**config.mk**
```make
export PLATFORM = sky130hd
export DESIGN_NAME = pipe_reg_elastic
export DESIGN_NICKNAME = d
export VERILOG_FILES = /design/src/rtl/pipe_reg_elastic.sv
export SDC_FILE = /design/constraint.sdc
export NUM_CORES = 1
export LEC_CHECK = 0
export BUFFER_PORTS_ARGS = -buffer_cell sky130_fd_sc_hd__buf_2
export CORE_MARGIN = 2
export CORE_UTILIZATION = 45
export CTS_BUF_LIST = sky130_fd_sc_hd__clkbuf_8
export DETAILED_ROUTE_END_ITERATION = 12
export PLACE_DENSITY = 0.87
export SLEW_MARGIN = 30
export SYNTH_ARGS = -nofsm -noshare
export SYNTH_HDL_FRONTEND = slang
export SYNTH_SLANG_ARGS = --single-unit
```
**constraint.sdc**
```tcl
create_clock -name clock -period 1.47 [get_ports clock]
set_input_delay 0.0735 -clock clock [delete_from_list [all_inputs] [get_ports clock]]
set_output_delay 0.0735 -clock clock [all_outputs]
set_load 0.01 [all_outputs]
```
**src/rtl/pipe_reg_elastic.sv**
```systemverilog
// Elastic pipeline register: DEPTH valid/ready stages with stall propagation,
// bubble collapsing, synchronous flush and synchronous active-low reset.
module pipe_reg_elastic #(
    parameter int WIDTH = 65,
    parameter int DEPTH = 1,
    localparam int CNTW = $clog2(DEPTH + 1)
) (
    input  logic             clock,
    input  logic             clr_n,
    input  logic             flush,
    input  logic [WIDTH-1:0] in_data,
    input  logic             in_valid,
    output logic             in_ready,
    output logic [WIDTH-1:0] out_data,
    output logic             out_valid,
    input  logic             out_ready,
    output logic [CNTW-1:0]  count
);

    logic [DEPTH-1:0] v_q;
    logic [DEPTH-1:0] v_d;
    logic [WIDTH-1:0] data_q [DEPTH];
    logic [WIDTH-1:0] data_d [DEPTH];
    logic [DEPTH-1:0] src_v;
    logic [WIDTH-1:0] src_data [DEPTH];
    logic [DEPTH-1:0] rdy;
    logic [CNTW-1:0]  count_q;
    logic [CNTW-1:0]  count_d;

    genvar gi;
    generate
        for (gi = 0; gi < DEPTH; gi++) begin : g_stage
            // A stage can load if the output drains or any stage at or
            // downstream of it is empty; written flat to avoid a ripple loop.
            assign rdy[gi] = out_ready | ~(&v_q[DEPTH-1:gi]);

            if (gi == 0) begin : g_head
                assign src_v[gi]    = in_valid & ~flush;
                assign src_data[gi] = in_data;
            end else begin : g_body
                assign src_v[gi]    = v_q[gi-1];
                assign src_data[gi] = data_q[gi-1];
            end
        end
    endgenerate

    assign in_ready = rdy[0] & ~flush & clr_n;

    // Flush clears only the valid bits; stale data is harmless behind v=0.
    always_comb begin
        v_d = v_q;
        for (int i = 0; i < DEPTH; i++) begin
            data_d[i] = data_q[i];
            if (flush) begin
                v_d[i] = 1'b0;
            end else if (rdy[i]) begin
                v_d[i]    = src_v[i];
                data_d[i] = src_data[i];
            end
        end
    end

    assign count_d = CNTW'($countones(v_d));

    always_ff @(posedge clock) begin
        if (!clr_n) begin
            v_q     <= '0;
            count_q <= '0;
            for (int i = 0; i < DEPTH; i++) begin
                data_q[i] <= '0;
            end
        end else begin
            v_q     <= v_d;
            count_q <= count_d;
            for (int i = 0; i < DEPTH; i++) begin
                data_q[i] <= data_d[i];
            end
        end
    end

    assign out_data  = data_q[DEPTH-1];
    assign out_valid = v_q[DEPTH-1];
    assign count     = count_q;

endmodule

```
After elaboration in Yosys (flattened, before gate mapping)
Memory sizes are Yosys's and may differ from the RTL's.
Cells that the tools add are included.
{"block": "classes", "mux": 6, "bitwise": 7, "n_reduce_logical": 2}
{"op": "65-bit two-way mux", "n": 3}
{"op": "65-bit OR reduction", "n": 1}
{"op": "1-bit bitwise AND", "n": 3}
{"op": "1-bit two-way mux", "n": 3}
{"op": "1-bit NOT", "n": 3}
{"op": "2-bit OR reduction", "n": 1}
{"op": "1-bit OR", "n": 1}
{"block": "word_totals", "register_bits": 1, "ramBits": 65, "in_bits": 70, "output_inout_bits": 68, "elab_cells": 17, "memories": 1}
{"memory": "data_q", "words": 1, "word_bits": 65, "read_ports": 1, "rd_clocked_by_memory_dff": 0, "wr": 1, "line_no": "22", "rtl": "logic [WIDTH-1:0] data_q [DEPTH];"}

Depth between registers and ports, before layout
Gate-level depths: netlist of the first run.
{"block": "logic_depth", "ltp_word": 5, "mapped_depth": 5, "depth_no_buf": 3}

Worst setup path before layout of the first run
OpenSTA, ideal clock, no wires.
{"block": "synth_timing", "path_type": "register to register", "start": "register, netlist name count", "end": "memory data_q[0][10]", "setup_ns": 0.120, "t_arrival_ns": 1.004, "required_time_ns": 1.350, "setup_slack_ns": 0.346, "path_stages_with_launch": 6, "n_path_buf": 2, "synth_period_minus_slack_ns": 1.124, "path_cell_list": "dfxtp_1 > nor2b_4 > nor2_4 > buf_6 > buf_6 > mux2i_1"}
{"item": "to (decl)", "line_no": "22"}

==> impl_metrics.env, run 1 <==
export IMPL_finalCriticalPeriod_ps=1250
export IMPL_yosysUniqueCellTypes=11
export IMPL_avgSynthCellArea_sq_um=9.16
export IMPL_layout_cells_non_filler=549
export IMPL_clk_pin_slew_ps=70
export IMPL_portBuffers=137
export IMPL_cp_cell_sequence="nor2b_4 -> nor2_4 -> buf_12 -> mux2i_1"
export IMPL_hold_path_depth=3
export IMPL_layout_common_cells="buf_2 (136), nand2_1 (130), dfxtp_1 (66)"
export IMPL_r2r_start="count$_SDFFE_PP0P_"
export IMPL_crit_family="flip-flops"
export IMPL_clockRootBuffer="clkbuf_8"
export IMPL_grt_max_degree=66
export IMPL_powerDensity_nw_per_um2=1010
export IMPL_multiInputGateArea_sq_um=1180
export IMPL_synthTopCellsByArea="dfxtp_1 (50%), mux2i_1 (24%), nand2_1 (18%), buf_6 (2.5%), buf_2 (1.9%)"
export IMPL_slew_viol_final=0
export IMPL_first_iter_violations=50
export IMPL_outcome="finished, final reports clean"
export IMPL_grt_pass1_wl_mm=11.3
export IMPL_ys_ff_latch=66
export IMPL_cts_tree="built"
export IMPL_yosysSeqAreaShare_pct=49.7
export IMPL_final_common_cell="buf_2"
export IMPL_overflow=0
export IMPL_fmax_mhz=797
export IMPL_start_kind="flop"
export IMPL_required_ps=1710
export IMPL_syn_inst=290
export IMPL_clkSinkCount=66
export IMPL_finalSetupViolCount=0
export IMPL_mappedNetlistNets=360
export IMPL_hold_viol=0
export IMPL_finalCritPeriodShare_pct=85.4
export IMPL_chipHeight_um=80.9
export IMPL_critical_path_class="flop to flop"
export IMPL_r2r_cells=4
export IMPL_cts_buffers=9
export IMPL_gp_congestion=0.691
export IMPL_vias=2556
export IMPL_whs_ps=8.84
export IMPL_antenna_found_initial=0
export IMPL_die_width_um=80.9
export IMPL_hold_start="in_data[47]"
export IMPL_fillers=432
export IMPL_track_usage_pct=22.4
export IMPL_end_kind="flop"
export IMPL_drc=0
export IMPL_post_cts_buffers=0
export IMPL_fp_row_count=27
export IMPL_yosysTopAreaCell="dfxtp_1"
export IMPL_grt_pass1_vias=2534
export IMPL_rsz0062_at_grt="no"
export IMPL_crit_slowest_cell="dfxtp_1"
export IMPL_r2r_end="data_q[0][5]$_SDFFE_PN0P_"
export IMPL_reg2reg_slack_ps=220
export IMPL_worstPathMaxFanout=42
export IMPL_holdPathEnd="data_q[0][47]$_SDFFE_PN0P_"
export IMPL_leakagePower_nw=2.12
export IMPL_drt_first_pass_iters=5
export IMPL_drive_gt1_share_pct=32.8
export IMPL_htreeDepth=3
export IMPL_ios=138
export IMPL_ir_drop_v=0.000591
export IMPL_ant_nets=0
export IMPL_worstPathArrival_ps=1500
export IMPL_die_area_sq_um=6540
export IMPL_hold_path_class="primary input to flop"
export IMPL_vias_per_cell=4.66
export IMPL_finalClockSkew_ps=5.70
export IMPL_clk_path_buf_depth=2
export IMPL_max_slew_margin_pct=80.7
export IMPL_start_util_pct=47.4
export IMPL_wirelength_mm=7.09
export IMPL_synth_top_area_share_pct=49.7
export IMPL_slowest_delay_ps=320
export IMPL_place_detailed_hpwl_mm=4.19
export IMPL_dp_cells=480
export IMPL_syn_area_sq_um=2660
export IMPL_synthToLayoutAreaGrowth_pct=53.5
export IMPL_regArea_sq_um=1320
export IMPL_yosys_warnings=0
export IMPL_path_buf_inv=1
export IMPL_final_nets=542
export IMPL_worstSkewPairLatency_ps=320
export IMPL_setup_tns_ps=0
export IMPL_tightest_slew_ps=290
export IMPL_finalPower_mw=4.11
export IMPL_wire_per_inst_um=12.9
export IMPL_max_cap_violations=0
export IMPL_core_sq_um=5610
-- area by class of cell --
type	instances	area share [%]
clock inverters	5	1.17
diodes	1	0.0613
repair buffers	194	31.8
multi-input cells	201	29.0
flip-flops and latches	66	32.4
clock buffers	10	3.37
well taps	72	2.21
-- registers in the layout, indices dropped and copies added (netlist names) --
register and flops:
data_q 65, count 1
-- per-layer routing --
metal | part of all wire, % | routed length, um | GRT usage (%)
met3 | 6.7 | 472 | 5.67
met2 | 50 | 3580 | 40.4
met1 | 39 | 2760 | 23.4
met4 | 3.9 | 278 | 12.9
met5 | 0 | 0 | 0
-- Yosys cell counts --
cell and instances:
mux2i_1 65, buf_6 6, nor2_1 3, buf_4 3, dfxtp_1 66, nor2b_4 1, nand2b_1 1, clkbuf_1 4
nor2_4 1, buf_2 10, nand2_1 130
-- timing repair --
item | CTS | global route
resized for setup | 0 | 0
hold endpoints to repair | 52 | 1
hold buffers | 52 | 1
-- metrics by stage --
step | util [%] | instance area, sq um | setup WS [ps]
floorplan | - | 2660 | 346
global placement | 59.9 | 3360 | 326
detailed placement | 59.9 | 3360 | 230
CTS | 72.5 | 4070 | 221
global route | 72.7 | 4080 | 96.3
finish | 72.7 | 4080 | 215
-- worst max path at each step --
stage	start	slack (ps)	end	cells after the start
final	count$_SDFFE_PP0P_	220	data_q[0][5]$_SDFFE_PN0P_	4
after floorplan	count$_SDFFE_PP0P_	350	data_q[0][10]$_SDFFE_PN0P_	5
after global routing	count$_SDFFE_PP0P_	100	data_q[0][5]$_SDFFE_PN0P_	4
after global placement	count$_SDFFE_PP0P_	330	data_q[0][10]$_SDFFE_PN0P_	4
after detailed placement	count$_SDFFE_PP0P_	230	data_q[0][2]$_SDFFE_PN0P_	4
after CTS	count$_SDFFE_PP0P_	220	data_q[0][52]$_SDFFE_PN0P_	4
-- power by group --
part / leakage [nW] / internal [mW] / switching [mW]
Clock: 0.105 / 0.803 / 0.637
Combinational: 1.47 / 0.371 / 0.329
Sequential: 0.545 / 1.91 / 0.0612
Total: 2.12 / 3.08 / 1.03
-- kinds of logic after synthesis --
logic type,count (synthesis),synth area share [%]
buf+inv,23,5.84
flops,66,49.7
mux,65,24.5
simple gates,136,20.0
-- worst reg2reg max path, cell delays in order (launching register included) --
cell and delay (ps):
dfxtp_1 320, nor2b_4 140, nor2_4 140, buf_12 300, mux2i_1 280
(Power assumes the default switching activity.)
==> inputs of run 2 (changes only) <==
--- a/config.mk
+++ b/config.mk
@@ -5,12 +5,13 @@
 export SDC_FILE = /design/constraint.sdc
 export NUM_CORES = 1
 export LEC_CHECK = 0
+export ABC_AREA = 1
 export BUFFER_PORTS_ARGS = -buffer_cell sky130_fd_sc_hd__buf_2
 export CORE_MARGIN = 2
 export CORE_UTILIZATION = 45
 export CTS_BUF_LIST = sky130_fd_sc_hd__clkbuf_8
 export DETAILED_ROUTE_END_ITERATION = 12
-export PLACE_DENSITY = 0.87
+export PLACE_DENSITY = 0.85
 export SLEW_MARGIN = 30
 export SYNTH_ARGS = -nofsm -noshare
 export SYNTH_HDL_FRONTEND = slang
==> run 2 against run 1 <==
Net effect: sequential power about the same; clock skew up 2.2 ps; area after synthesis up 11%; clock power up 3%; via count up 17%; cell area down 6.0%; flip-flop and latch count unchanged; largest cell class unchanged.
==> impl_metrics.env, run 2 <==
export IMPL_outcome="finished, final reports clean"
export IMPL_required_ps=1690
export IMPL_setup_tns_ps=0
export IMPL_place_detailed_hpwl_mm=4.92
export IMPL_pre_cts_ws_ps=271
export IMPL_critical_path_class="flop to flop"
export IMPL_synth_common_cells="a21oi_1 (67), inv_1 (67), dfxtp_1 (66), nand2_1 (66)"
export IMPL_avgSynthCellArea_sq_um=6.81
export IMPL_grt_pass1_wl_mm=11.5
export IMPL_leakagePower_nw=2.27
export IMPL_regMostFlops="data_q"
export IMPL_finalClockSkew_ps=7.93
export IMPL_worstPathMaxFanout=58
export IMPL_synthArstFlopShare_pct=0
export IMPL_final_nets=626
export IMPL_grt_pass1_vias=2653
export IMPL_fp_row_count=29
export IMPL_wire_per_inst_um=10.9
export IMPL_worstPathArrival_ps=1450
export IMPL_ios=138
export IMPL_synth_top_area_share_pct=44.7
export IMPL_drt_first_pass_iters=4
export IMPL_overflow=0
export IMPL_syn_area_sq_um=2960
export IMPL_mappedNetlistNets=504
export IMPL_start_kind="flop"
export IMPL_chipHeight_um=85.0
export IMPL_ant_nets=0
export IMPL_portBuffers=137
export IMPL_clk_path_buf_depth=2
export IMPL_track_usage_pct=19.2
export IMPL_wirelength_mm=6.98
export IMPL_synthToLayoutAreaGrowth_pct=29.7
export IMPL_finalSetupViolCount=0
export IMPL_finalCritPeriodShare_pct=83.3
export IMPL_max_cap_violations=0
export IMPL_r2r_cells=5
export IMPL_first_iter_violations=81
export IMPL_powerDensity_nw_per_um2=1090
export IMPL_tightest_slew_ps=369
export IMPL_vias_per_cell=4.67
export IMPL_cts_tree="built"
export IMPL_max_slew_margin_pct=75.4
export IMPL_die_width_um=85.0
export IMPL_yosysTopAreaCell="dfxtp_1"
export IMPL_end_kind="flop"
export IMPL_rsz0062_at_grt="no"
export IMPL_worstSkewPairLatency_ps=320
export IMPL_reg2reg_slack_ps=250
export IMPL_drc=0
export IMPL_vias=2982
export IMPL_worst_slack_ps=246
export IMPL_fmax_mhz=817
export IMPL_layout_cells_non_filler=638
export IMPL_whs_ps=57.1
export IMPL_die_area_sq_um=7230
export IMPL_gp_congestion=0.764
export IMPL_hold_path_class="primary input to flop"
export IMPL_dp_cells=621
export IMPL_clockRootBuffer="clkbuf_8"
export IMPL_r2r_start="count$_SDFFE_PP0P_"
export IMPL_yosys_warnings=0
export IMPL_hold_path_depth=5
export IMPL_start_util_pct=46.5
export IMPL_htreeDepth=3
export IMPL_yosysSeqAreaShare_pct=44.7
export IMPL_core_sq_um=6350
export IMPL_layout_common_cells="buf_2 (137), inv_1 (68), a21oi_1 (67)"
export IMPL_holdPathEnd="data_q[0][33]$_SDFFE_PN0P_"
export IMPL_finalPower_mw=4.18
export IMPL_syn_inst=434
export IMPL_slew_viol_final=0
export IMPL_final_common_cell="buf_2"
export IMPL_antenna_found_initial=0
export IMPL_r2r_end="data_q[0][31]$_SDFFE_PN0P_"
export IMPL_hold_viol=0
export IMPL_hold_start="in_data[33]"
export IMPL_largest_reg_flops=65
export IMPL_finalCriticalPeriod_ps=1220
export IMPL_ys_ff_latch=66
export IMPL_diodes=0
export IMPL_synth_ff_type="dfxtp_1"
export IMPL_ir_drop_v=0.000562
export IMPL_synthTopCellsByArea="dfxtp_1 (45%), a21oi_1 (11%), nand3_1 (11%), inv_1 (8.5%), nand2_1 (8.4%)"
export IMPL_yosysUniqueCellTypes=12
export IMPL_synth_enable_flop_cells=0
export IMPL_clkSinkCount=66
export IMPL_grt_max_degree=59
export IMPL_drive_gt1_share_pct=29.1
export IMPL_clk_pin_slew_ps=70
export IMPL_cts_buffers=9
run 2: changes by cell type after synthesis, sizes merged, moves of 2 or more:
| cell | before | now |
|---|---|---|
| inv | 0 | 68 |
| nor2 | 4 | 65 |
| buf | 19 | 30 |
| clkbuf | 4 | 6 |
| nand2 | 130 | 67 |
| nand3 | 0 | 65 |
| mux2i | 65 | 0 |
| a21oi | 0 | 67 |
run 2: timing repair:
action | in CTS | in global routing
hold buffers | 1 | 0
gates resized for setup | 0 | 0
setup buffers | 0 | 0
endpoints found under the hold margin | 1 | 0
run 2: area by class of cell:
class                      instances  area (sq um)
fill                             622          2520
inverter                          68           256
timing repair buffer             147           801
sequential                        66          1320
clock inverter                     6          57.6
tap                               77          96.3
clock buffer                      10           138
multi-input combinational        264          1160
run 2: cells by family after synthesis:
| logic type | Yosys count | share of synthesized area [%] |
|---|---|---|
| buffers and inverters | 104 | 16.1 |
| flip-flops | 66 | 44.7 |
| AO/OA/AOI/OAI | 67 | 11.3 |
| AND/OR/NAND/NOR | 197 | 27.9 |
run 2: how the worst max path moves through the flow:
| stage | from | endpoint | depth (start not counted) | slack [ps] |
|---|---|---|---|---|
| floorplan | count$_SDFFE_PP0P_ | data_q[0][0]$_SDFFE_PN0P_ | 5 | 400 |
| global placement | count$_SDFFE_PP0P_ | data_q[0][40]$_SDFFE_PN0P_ | 5 | 330 |
| detailed placement | count$_SDFFE_PP0P_ | data_q[0][31]$_SDFFE_PN0P_ | 5 | 270 |
| CTS | count$_SDFFE_PP0P_ | data_q[0][31]$_SDFFE_PN0P_ | 5 | 260 |
| global route | count$_SDFFE_PP0P_ | data_q[0][31]$_SDFFE_PN0P_ | 5 | 130 |
| finish | count$_SDFFE_PP0P_ | data_q[0][31]$_SDFFE_PN0P_ | 5 | 250 |
run 2: metal layers:
metal  GRT usage [%]  part of all wire [%]
met5               0                     0
met4            7.65                   1.4
met3            4.18                   6.3
met2            32.5                    48
met1            23.9                    44
run 2: per-stage QoR:
step | cell area (sq um) | utilization [%]
floorplan | 2960 | -
global placement | 3630 | 57.1
detailed placement | 3630 | 57.1
CTS | 3830 | 60.4
global route | 3830 | 60.4
finish | 3830 | 60.4
run 2: power breakdown:
part / internal, mW / switching (mW) / leakage [nW]
Combinational: 0.317 / 0.391 / 1.61
Clock: 0.818 / 0.663 / 0.107
Sequential: 1.92 / 0.0702 / 0.549
Total: 3.06 / 1.12 / 2.27
run 2: worst max-delay path, cell delays in order (launching register included):
cell	delay (ps)
dfxtp_1	360
nand2_4	230
buf_12	270
nand3_1	120
nand2_1	80
nor2_1	40
==> inputs of run 3 (changes only) <==
--- a/config.mk
+++ b/config.mk
@@ -8,7 +8,7 @@
 export ABC_AREA = 1
 export BUFFER_PORTS_ARGS = -buffer_cell sky130_fd_sc_hd__buf_2
 export CORE_MARGIN = 2
-export CORE_UTILIZATION = 45
+export CORE_UTILIZATION = 43
 export CTS_BUF_LIST = sky130_fd_sc_hd__clkbuf_8
 export DETAILED_ROUTE_END_ITERATION = 12
 export PLACE_DENSITY = 0.85
==> constraint.sdc (replaced) <==
create_clock -name clock -period 1.12 [get_ports clock]
set_input_delay 0.056 -clock clock [delete_from_list [all_inputs] [get_ports clock]]
set_output_delay 0.056 -clock clock [all_outputs]
set_load 0.01 [all_outputs]
==> run 3 against run 2 <==
Net effect: worst setup slack lost 240 ps; combinational power is 48% higher; worst hold slack worse by 25 ps; total power increased by 33%; cell count grew 2.2%; flip-flop and latch count unchanged; global-route usage fell by 1.1 points; non-clock buffer count increased by 10; cell area rose by 9.0%; clock power increased by 26%; highest routed layer unchanged.
==> impl_metrics.env, run 3 (synthesis results as in run 2) <==
export IMPL_drt_first_pass_iters=4
export IMPL_grt_max_degree=60
export IMPL_finalPower_mw=5.55
export IMPL_regMostFlops="data_q"
export IMPL_fp_row_count=30
export IMPL_grt_pass1_vias=2623
export IMPL_power_switching_mw=1.56
export IMPL_r2r_start="count$_SDFFE_PP0P_"
export IMPL_max_slew_margin_pct=77.3
export IMPL_cts_tree="built"
export IMPL_postLayoutCellArea_sq_um=4180
export IMPL_hold_path_class="primary input to flop"
export IMPL_drive_gt1_share_pct=35.1
export IMPL_cts_buffers=9
export IMPL_vias_per_cell=4.88
export IMPL_antenna_found_initial=0
export IMPL_layout_common_cells="buf_2 (137), inv_1 (67), nand2_1 (66)"
export IMPL_final_nets=637
export IMPL_start_kind="flop"
export IMPL_ir_drop_v=0.000645
export IMPL_rsz0062_at_grt="yes"
export IMPL_portBuffers=137
export IMPL_drc=0
export IMPL_finalSetupViolCount=0
export IMPL_final_common_cell="buf_2"
export IMPL_hold_path_depth=5
export IMPL_reg2reg_slack_ps=20
export IMPL_max_cap_violations=0
export IMPL_r2r_cells=5
export IMPL_ios=138
export IMPL_htreeDepth=3
export IMPL_grt_pass1_wl_mm=11.1
export IMPL_seqPwrFrac_pct=47.3
export IMPL_die_area_sq_um=7550
export IMPL_whs_ps=32.3
export IMPL_gp_congestion=0.826
export IMPL_chipHeight_um=86.9
export IMPL_powerDensity_nw_per_um2=1330
export IMPL_end_kind="primary output"
export IMPL_setup_worst_path_end="in_ready"
export IMPL_overflow=0
export IMPL_start_util_pct=44.0
export IMPL_largest_reg_flops=65
export IMPL_core_sq_um=6720
export IMPL_crit_start="count$_SDFFE_PP0P_"
export IMPL_die_width_um=86.9
export IMPL_finalCritPeriodShare_pct=99.0
export IMPL_clk_path_buf_depth=2
export IMPL_p_int_mw=3.99
export IMPL_clkSinkCount=66
export IMPL_synthToLayoutAreaGrowth_pct=41.4
export IMPL_worstSkewPairLatency_ps=330
export IMPL_finalCriticalPeriod_ps=1110
export IMPL_critical_path_class="flop to primary output"
export IMPL_tightest_slew_ps=340
export IMPL_combPwrFrac_pct=18.9
export IMPL_leakagePower_nw=2.39
export IMPL_place_detailed_hpwl_mm=5.08
export IMPL_outcome="finished, final reports clean"
export IMPL_slew_viol_final=0
export IMPL_track_usage_pct=18.2
export IMPL_wire_per_inst_um=12.8
export IMPL_diodes=0
export IMPL_fmax_mhz=901
export IMPL_worstPathArrival_ps=1050
export IMPL_swShare_pct=28.2
export IMPL_wirelength_mm=8.35
export IMPL_required_ps=1060
export IMPL_clk_pin_slew_ps=70
export IMPL_finalClockSkew_ps=7.50
export IMPL_setup_tns_ps=0
export IMPL_clockRootBuffer="clkbuf_8"
export IMPL_r2r_end="data_q[0][37]$_SDFFE_PN0P_"
export IMPL_ant_nets=0
export IMPL_dpl_instance_area_sq_um=3660
export IMPL_hold_viol=0
export IMPL_worstPathMaxFanout=3
export IMPL_vias=3179
export IMPL_first_iter_violations=135
export IMPL_clkPwrFrac_pct=33.7
[run 3: power groups by stage]
stage | Sequential (mW) | Clock (mW) | Combinational (mW)
CTS | 2.61 | 1.91 | 0.966
detailed placement | 2.67 | 0 | 0.955
finish | 2.63 | 1.87 | 1.05
global placement | 2.66 | 0 | 0.925
floorplan | 2.75 | 0 | 0.480
global route | 2.64 | 1.99 | 1.17
[run 3: worst min path at each step]
| stage | slack (ps) | from | end |
|---|---|---|---|
| after detailed placement | 310 | in_valid | count$_SDFFE_PP0P_ |
| after floorplan | 190 | in_valid | count$_SDFFE_PP0P_ |
| after CTS | 20 | in_data[10] | data_q[0][10]$_SDFFE_PN0P_ |
| final | 30 | in_data[2] | data_q[0][2]$_SDFFE_PN0P_ |
| after global routing | 40 | in_data[8] | data_q[0][8]$_SDFFE_PN0P_ |
| after global placement | 320 | in_valid | count$_SDFFE_PP0P_ |
[run 3: metal layers]
metal | routed length (um) | up-vias | global-route usage (%)
met1 | 3650 | 1436 | 20.4
met5 | 0 | - | 0
met3 | 531 | 17 | 4.27
li1 | - | 1615 | -
met2 | 4020 | 111 | 32.7
met4 | 148 | 0 | 7.67
[run 3: repair_timing]
item	in CTS	in global routing
endpoints found under the setup margin	1	63
hold buffers	1	0
hold endpoints to repair	1	0
cloned	0	9
gates resized for setup	5	28
pin swaps	1	0
buffers inserted	1	0
[run 3: metrics by stage]
stage / util, % / worst slack [ps] / std cells
floorplan: - / 49.4 / 434
global placement: 54.5 / 134 / 625
detailed placement: 54.5 / 93.0 / 625
CTS: 57.9 / -9.22 / 643
global route: 62.2 / -29.7 / 652
finish: 62.2 / 10.7 / 652
[run 3: cell type report]
class / instances / area, sq um
Sequential cell: 66 / 1320
Inverter: 68 / 256
Clock inverter: 4 / 25.0
Fill cell: 593 / 2540
Multi-Input combinational cell: 265 / 1280
Clock buffer: 12 / 165
Timing Repair Buffer: 157 / 1030
Tap cell: 80 / 100
[run 3: worst max-delay path: stages, from the launching register on]
cell     delay, ps
dfxtp_2        330
buf_6          120
a21oi_2        130
buf_2          140
